==> src/rtl/rep_stream_arb.sv <==
// Packet-level round-robin merge of N_SRC beat streams onto one registered output.
// A grant is held for a whole packet; a beat watchdog cuts runaway packets at MAX_LEN.
module rep_stream_arb #(
  parameter int DATA_W  = 8,
  parameter int N_SRC   = 4,
  parameter int MAX_LEN = 16
) (
  input  logic                    clk_i,
  input  logic                    nrst_i,
  input  logic [N_SRC-1:0]        snk_vd_i,
  input  logic [N_SRC*DATA_W-1:0] snk_data_i,
  input  logic [N_SRC-1:0]        snk_sop_i,
  input  logic [N_SRC-1:0]        snk_eop_i,
  output logic [N_SRC-1:0]        snk_rdy_o,
  input  logic                    src_rdy_i,
  output logic [DATA_W-1:0]       src_data_o,
  output logic                    src_sop_o,
  output logic                    src_eop_o,
  output logic                    src_vd_o,
  output logic [N_SRC-1:0]        grant_o,
  output logic                    err_o
);
  localparam int IW = (N_SRC > 1) ? $clog2(N_SRC) : 1;

  typedef enum logic {IDLE, LOCK} state_t;

  state_t            state;
  logic [N_SRC-1:0]  grant_q;
  logic [IW-1:0]     last_q;
  logic [7:0]        cnt_q;

  logic [IW-1:0]     pick_idx, g_idx;
  logic              found;
  logic [DATA_W-1:0] g_data;
  logic              g_vd, g_sop, g_eop;
  logic              out_free, snk_hs, first_beat, last_beat, cut, end_pkt, sop_err;

  // Round-robin search starting just above the previous packet's owner
  always_comb begin
    pick_idx = last_q;
    found    = 1'b0;
    for (int i = 1; i <= N_SRC; i++) begin
      int j;
      j = (int'(last_q) + i) % N_SRC;
      if (!found && snk_vd_i[IW'(j)]) begin
        found    = 1'b1;
        pick_idx = IW'(j);
      end
    end
  end

  always_comb begin
    g_idx  = '0;
    g_data = '0;
    g_vd   = 1'b0;
    g_sop  = 1'b0;
    g_eop  = 1'b0;
    for (int i = 0; i < N_SRC; i++) begin
      if (grant_q[i]) begin
        g_idx  = IW'(i);
        g_data = snk_data_i[i*DATA_W +: DATA_W];
        g_vd   = snk_vd_i[i];
        g_sop  = snk_sop_i[i];
        g_eop  = snk_eop_i[i];
      end
    end
  end

  // Output slot is free when empty or being drained this cycle
  assign out_free   = !src_vd_o || src_rdy_i;
  assign snk_rdy_o  = (state == LOCK) ? (grant_q & {N_SRC{out_free}}) : '0;
  assign snk_hs     = (state == LOCK) && g_vd && out_free;
  assign first_beat = (cnt_q == 8'd0);
  assign last_beat  = (cnt_q == 8'(MAX_LEN - 1));
  assign cut        = last_beat && !g_eop;
  assign end_pkt    = g_eop || last_beat;
  assign sop_err    = first_beat ? !g_sop : g_sop;
  assign grant_o    = grant_q;

  always_ff @(posedge clk_i or negedge nrst_i) begin
    if (!nrst_i) begin
      state      <= IDLE;
      grant_q    <= '0;
      last_q     <= IW'(N_SRC - 1);
      cnt_q      <= 8'd0;
      src_data_o <= '0;
      src_sop_o  <= 1'b0;
      src_eop_o  <= 1'b0;
      src_vd_o   <= 1'b0;
      err_o      <= 1'b0;
    end else begin
      // sop/eop are regenerated from packet position, not passed through
      if (snk_hs) begin
        src_data_o <= g_data;
        src_sop_o  <= first_beat;
        src_eop_o  <= end_pkt;
        src_vd_o   <= 1'b1;
      end else if (src_vd_o && src_rdy_i) begin
        src_vd_o   <= 1'b0;
      end

      case (state)
        IDLE: begin
          if (|snk_vd_i) begin
            grant_q <= N_SRC'(1) << pick_idx;
            cnt_q   <= 8'd0;
            state   <= LOCK;
          end
        end
        LOCK: begin
          if (snk_hs) begin
            cnt_q <= cnt_q + 8'd1;
            if (sop_err || cut) err_o <= 1'b1;
            if (end_pkt) begin
              last_q  <= g_idx;
              grant_q <= '0;
              state   <= IDLE;
            end
          end
        end
        default: state <= IDLE;
      endcase
    end
  end
endmodule
==> config.mk <==
export PLATFORM = sky130hd
export DESIGN_NAME = rep_stream_arb
export DESIGN_NICKNAME = d
export VERILOG_FILES = /design/src/rtl/rep_stream_arb.sv
export SDC_FILE = /design/constraint.sdc
export NUM_CORES = 1
export LEC_CHECK = 0
export ABC_AREA = 1
export BUFFER_PORTS_ARGS = -buffer_cell sky130_fd_sc_hd__buf_2
export CAP_MARGIN = 25
export CORE_MARGIN = 2
export CORE_UTILIZATION = 54
export DETAILED_ROUTE_END_ITERATION = 6
export PLACE_DENSITY_LB_ADDON = 0.15
export SLEW_MARGIN = 25
export SYNTH_ARGS = -nofsm -noshare
export SYNTH_HDL_FRONTEND = slang
export SYNTH_SLANG_ARGS = --single-unit
==> constraint.sdc <==
create_clock -name clk_i -period 2.8 [get_ports clk_i]
set_input_delay 0.56 -clock clk_i [delete_from_list [all_inputs] [get_ports clk_i]]
set_output_delay 0.56 -clock clk_i [all_outputs]
set_load 0.01 [all_outputs]
; Word-level counts from Yosys, hierarchy flattened
; Index checks and enable logic that the tools add are counted.
[classes]
addsub = 5
order_cmp = 4
n_eq_ne = 4
n_shift = 1
n_mux = 53
n_bitwise = 2
n_reduce_logical = 23
[op_table]
columns = cell, count
row1 = 2-to-1 mux 8 bit, 6
row2 = 2-to-1 mux 1 bit, 30
row3 = "< comparator 2 x 4 -> 1 bit, second input constant", 4
row4 = 2-to-1 mux 4 bit, 4
row5 = case mux 8 bit (2 select lines), 1
row6 = 2-to-1 mux 2 bit, 6
row7 = AND reduction 3 bit, 3
row8 = "adder 8 x 1 -> 8 bit, second input constant", 1
row9 = binary-select mux 1 bit (select 2 bit), 4
row10 = "== test 8 x 4 -> 1 bit, second input constant", 1
row11 = logical NOT 8 bit, 1
row12 = case mux 4 bit (2 select lines), 1
row13 = logical AND 1 bit, 7
row14 = logical NOT 1 bit, 6
row15 = "adder 2 x 1 -> 2 bit, second input constant", 2
row16 = "adder 2 bit, second input constant", 2
row17 = bitwise AND 4 bit, 1
row18 = "!= test 2 x 1 -> 1 bit, second input constant", 2
row19 = OR reduction 4 bit, 1
row20 = "left shift 1 x 2 -> 4 bit, first input constant", 1
row21 = logical OR 1 bit, 3
row22 = "!= test 2 bit, second input constant", 1
row23 = case mux 1 bit (2 select lines), 1
row24 = AND reduction 2 bit, 1
row25 = 2 further kinds, 2
[word_totals]
regBits = 27
in_bits = 47
output_inout_bits = 20
elab_cells = 101

; Depth between registers and ports, before layout
[logic_depth]
ltp_word = 17
mapped_depth = 13
ltp_nobuf = 12

; Least setup slack after synthesis
; Ideal clock, no wire load.
[synth_path]
path_kind = input to output
start = input port src_rdy_i
end = output port snk_rdy_o[0]
arrival_ns = 1.147
t_required_ns = 2.240
setup_slack_ns = 1.093
path_stages = 4
n_path_buf = 0
cell_sequence = nor2_1 > inv_1 > nand2_1 > nor2_1
[synth_via]
elab_chain_cells = 3
[synth_rtl]
columns = element, line_no
row1 = from (decl), 15  ; input logic src_rdy_i,
row2 = logical OR 1 bit, 70  ; assign out_free = !src_vd_o || src_rdy_i;
row3 = bitwise AND 4 bit, 71  ; assign snk_rdy_o = (state == LOCK) ? (grant_q & {N_SRC{out_free}}) : '0;
row4 = 2-to-1 mux 4 bit, 71
row5 = to (decl), 14  ; output logic [N_SRC-1:0] snk_rdy_o,
; No other way between the ends.

; Final worst setup path
[layout_path]
start = register grant_q[2] (netlist: grant_o[2])
end = output port snk_rdy_o[2]
[layout_via]
elab_chain_cells = 2
[layout_rtl]
columns = element, line_no
row1 = from (decl), 28  ; logic [N_SRC-1:0] grant_q;
row2 = from (signal assigned), 105  ; grant_q <= N_SRC'(1) << pick_idx;
row3 = bitwise AND 4 bit, 71
row4 = 2-to-1 mux 4 bit, 71
; No other way between the ends.

==> summary.md <==
| Metric | Value |
|---|---|
| Outcome | complete, no violations |
| Worst-Skew Late Latency | about 0.34 ns |
| Worst hold path class | input pin to async pin |
| Tot Pwr | 2.268 mW |
| Critical path, cell by cell | inv_1 > nor2_1 > buf_2 |
| Setup crit end kind | output pin |
| Synth area leader | dfrtp_1 |
| Die Ht | between 60 and 70 um |
| GR Util All Layers | between 20% and 30% |
| #FFs+latches synth | 27 |
| RSZ-0062 raised after global routing | false |
| Starting Density | 57.07% |
| IO Port Bufs | between 60 and 70 |
| Post-synth top cells | nand2_1 (109), dfrtp_1 (25), inv_1 (21), nor2_1 (21), nand3_1 (18) |
| Post-CTS sizing | 0 |
| DRT met1 WL | 2.015 mm |
| Clock skew | 0.01172 ns |
| Antenna diode count | 0 |
| Finished Cell Area | between 2000 and 2500 um^2 |
| CP arrival | 1.54 ns |
| Power per cell area | ~990 nW/um^2 |
| Drt via density | approximately 5.2 |
| Buffer count from post-CTS setup fixing | 0 |
| Synth-to-Final Area Change | 19.56% |
| Hold Fails Final Rpt | 0 |
| VDD IR max | about 530 uV |
| DR pass1 iterations | 4 |
| Synth warn | 0 |
| Slew @ Worst Pin | 0.6250 ns |
| Max-cap violations | 0 |
| Inst Count DP | 383 |
| Final Cycle Share | 74.97% |
| Total grt overflow | 0 |
| Clk buf depth | 2 |
| Post-CTS Hold Fix Bufs | 0 |
| Fin. max-slew vios | 0 |
| Ports | 67 |
| Total die area | 4048 um^2 |
| Metal3 WL | 239 um |
| Dominant cells by area after synthesis | dfrtp_1 (33%), nand2_1 (21%), nand3_1 (4.7%), inv_1 (4.1%), nor2_1 (4.1%) |
| Register clock-pin slew on the reported worst setup and hold paths | 0.16 ns |
| Core Region | 3363 um^2 |
| Cts bufs inserted | 3 |
| Total number of vias | 1996 |
| Seq/Total Area, Yosys | between 30% and 40% |
| Area of the mapped netlist | about 1900 um^2 |
| H-tree depth | 1 |
| Vias in the first global route | 1863 |
| Yosys cell types | 33 |
| Die X | 63.62 um |
| Critical path class | flop to output pin |
| Worst-path maximum fanout | 20 |
| Post-synth ARST share | 100.0% |
| Initial antenna violation count | 0 |
| Most frequent cell after synthesis | nand2_1 |
| Total wire length | 4.761 mm |
| Min Tclk post-route | 2.099 ns |
| Area after DPL | roughly 2300 um^2 |
| DRC viols | 0 |
| Final #Nets | 391 |
| Syn_nets | 328 |
| Cell row count | 21 |
| CTS tree | built |
| WHS | 0.1947 ns |
| Syn_area_per_cell | between 6 and 7 um^2 |
| Proportion of layout cells with a drive suffix above 1 | about 27% |
| Worst path max stage delay | 0.77 ns |
| Yosys top cell area share | about a third |
| Lkg Pwr | roughly 1.2 nW |
| Worst Path Required | 2.24 ns |
| Syn Inst Count | about 280 |
| Final Non-Filler Cells | 387 |
| Rel. slew slack | 58.33% |
| Post-synth EDFFs | 0 |
| Pin count of the biggest net entering global routing | 28 |
| Most frequently used flop master after synthesis | dfrtp_1 |
| Top layer in use | met4 |
| Iter 0 DRT Violations | 92 |
| Clk sinks | 27 |
| CP max stage cell | dfrtp_1 |
| Achievable frequency | 0.4764 GHz |
| Root Buffer | clkbuf_4 |
| DP HPWL | 3.626 mm |
| Met2 Wirelength | 2.424 mm |
| DRT antenna net count | 0 |
| WL per Instance | 12.30 um |
| GP Congestion | slightly above 0.9 |
| TNS Setup | 0 ns |
| Setup Viol. Count Final | 0 |
| CP startpoint kind | flop |
| First-pass GRT wire length | slightly above 8 mm |
==> routing by layer <==
layer  track usage (%)  up-vias
met1             31.12      917
met4             10.05        0
met2             43.55       44
met3             3.214        7
li1                  -     1028
met5                 0        -
==> path summary, 6_finish.rpt <==
kind	start	to	slack, ns	cells past startpoint
max	grant_o[2]$_DFFE_PN0P_	snk_rdy_o[2]	0.70	3
min	nrst_i	src_data_o[6]$_DFFE_PN0P_	0.19	1
max reg2reg	grant_o[3]$_DFFE_PN0P_	cnt_q[4]$_DFFE_PN0P_	0.80	10
min reg2reg	err_o$_DFFE_PN0P_	err_o$_DFFE_PN0P_	0.48	2
max in group asynchronous	nrst_i	cnt_q[5]$_DFFE_PN0P_	2.21	1
min in group clk_i	err_o$_DFFE_PN0P_	err_o$_DFFE_PN0P_	0.48	2
==> logic make-up (layout without fill, tap and decap cells) <==
kind of cell	after synthesis	after routing	share of synthesized area, %
and+or+nand+nor	159	159	34.81
buffers and inverters	35	97	7.888
DFF	27	27	35.33
adders and majority gates	2	2	1.304
AOI/OAI and AO/OA	50	50	17.93
xor gates and xnor gates	6	6	2.738
==> critical path, delay by kind of cell (launching register included) <==
kind	cells	cell delay, ns
buffers and inverters	2	0.30
flip-flops	1	0.77
AND/OR/NAND/NOR	1	0.13
==> cell usage in the layout, fill, tap and decap left out, types with 3 or more instances in the layout <==
cell / Yosys / final
o21ai_0: 8 / 8
inv_1: 21 / 21
nor2_1: 21 / 21
buf_2: 5 / 66
o21ai_1: 12 / 12
a22oi_1: 7 / 7
nand2_1: 109 / 109
clkbuf_4: 0 / 3
xor2_1: 5 / 5
dfrtp_1: 25 / 25
a21boi_0: 8 / 8
a21oi_1: 3 / 3
o21ai_2: 7 / 7
inv_2: 3 / 3
nand3_1: 18 / 18
==> registers in the layout, summed over array words and instances, names as in the netlist <==
signal and count:
src_eop_o 1, src_sop_o 1, cnt_q 8, src_data_o 8, last_q 2, state 1
err_o 1, src_vd_o 1, grant_o 4
==> where the power goes <==
group	switching [mW]	internal (mW)	leakage [nW]
Clock	0.124	0.0539	0.0177
Combinational	0.901	0.503	0.875
Sequential	0.148	0.539	0.341
Total	1.17	1.10	1.23
==> per-stage QoR <==
stage | setup WS (ns) | util (%)
floorplan | 1.093 | -
global placement | 0.8289 | 67.41
detailed placement | 0.8057 | 67.41
CTS | 0.6922 | 68.23
global route | 0.5837 | 68.23
finish | 0.7008 | 68.23
==> final cells by class <==
type | count | area, um^2
clock buffer | 3 | 22.52
clock inverter | 1 | 5.005
fill | 323 | 1069
inverter | 25 | 96.34
multi-input combinational | 217 | 1090
sequential | 27 | 678.2
tap | 46 | 57.56
timing repair buffer | 68 | 345.3
(Power assumes the default switching activity.)
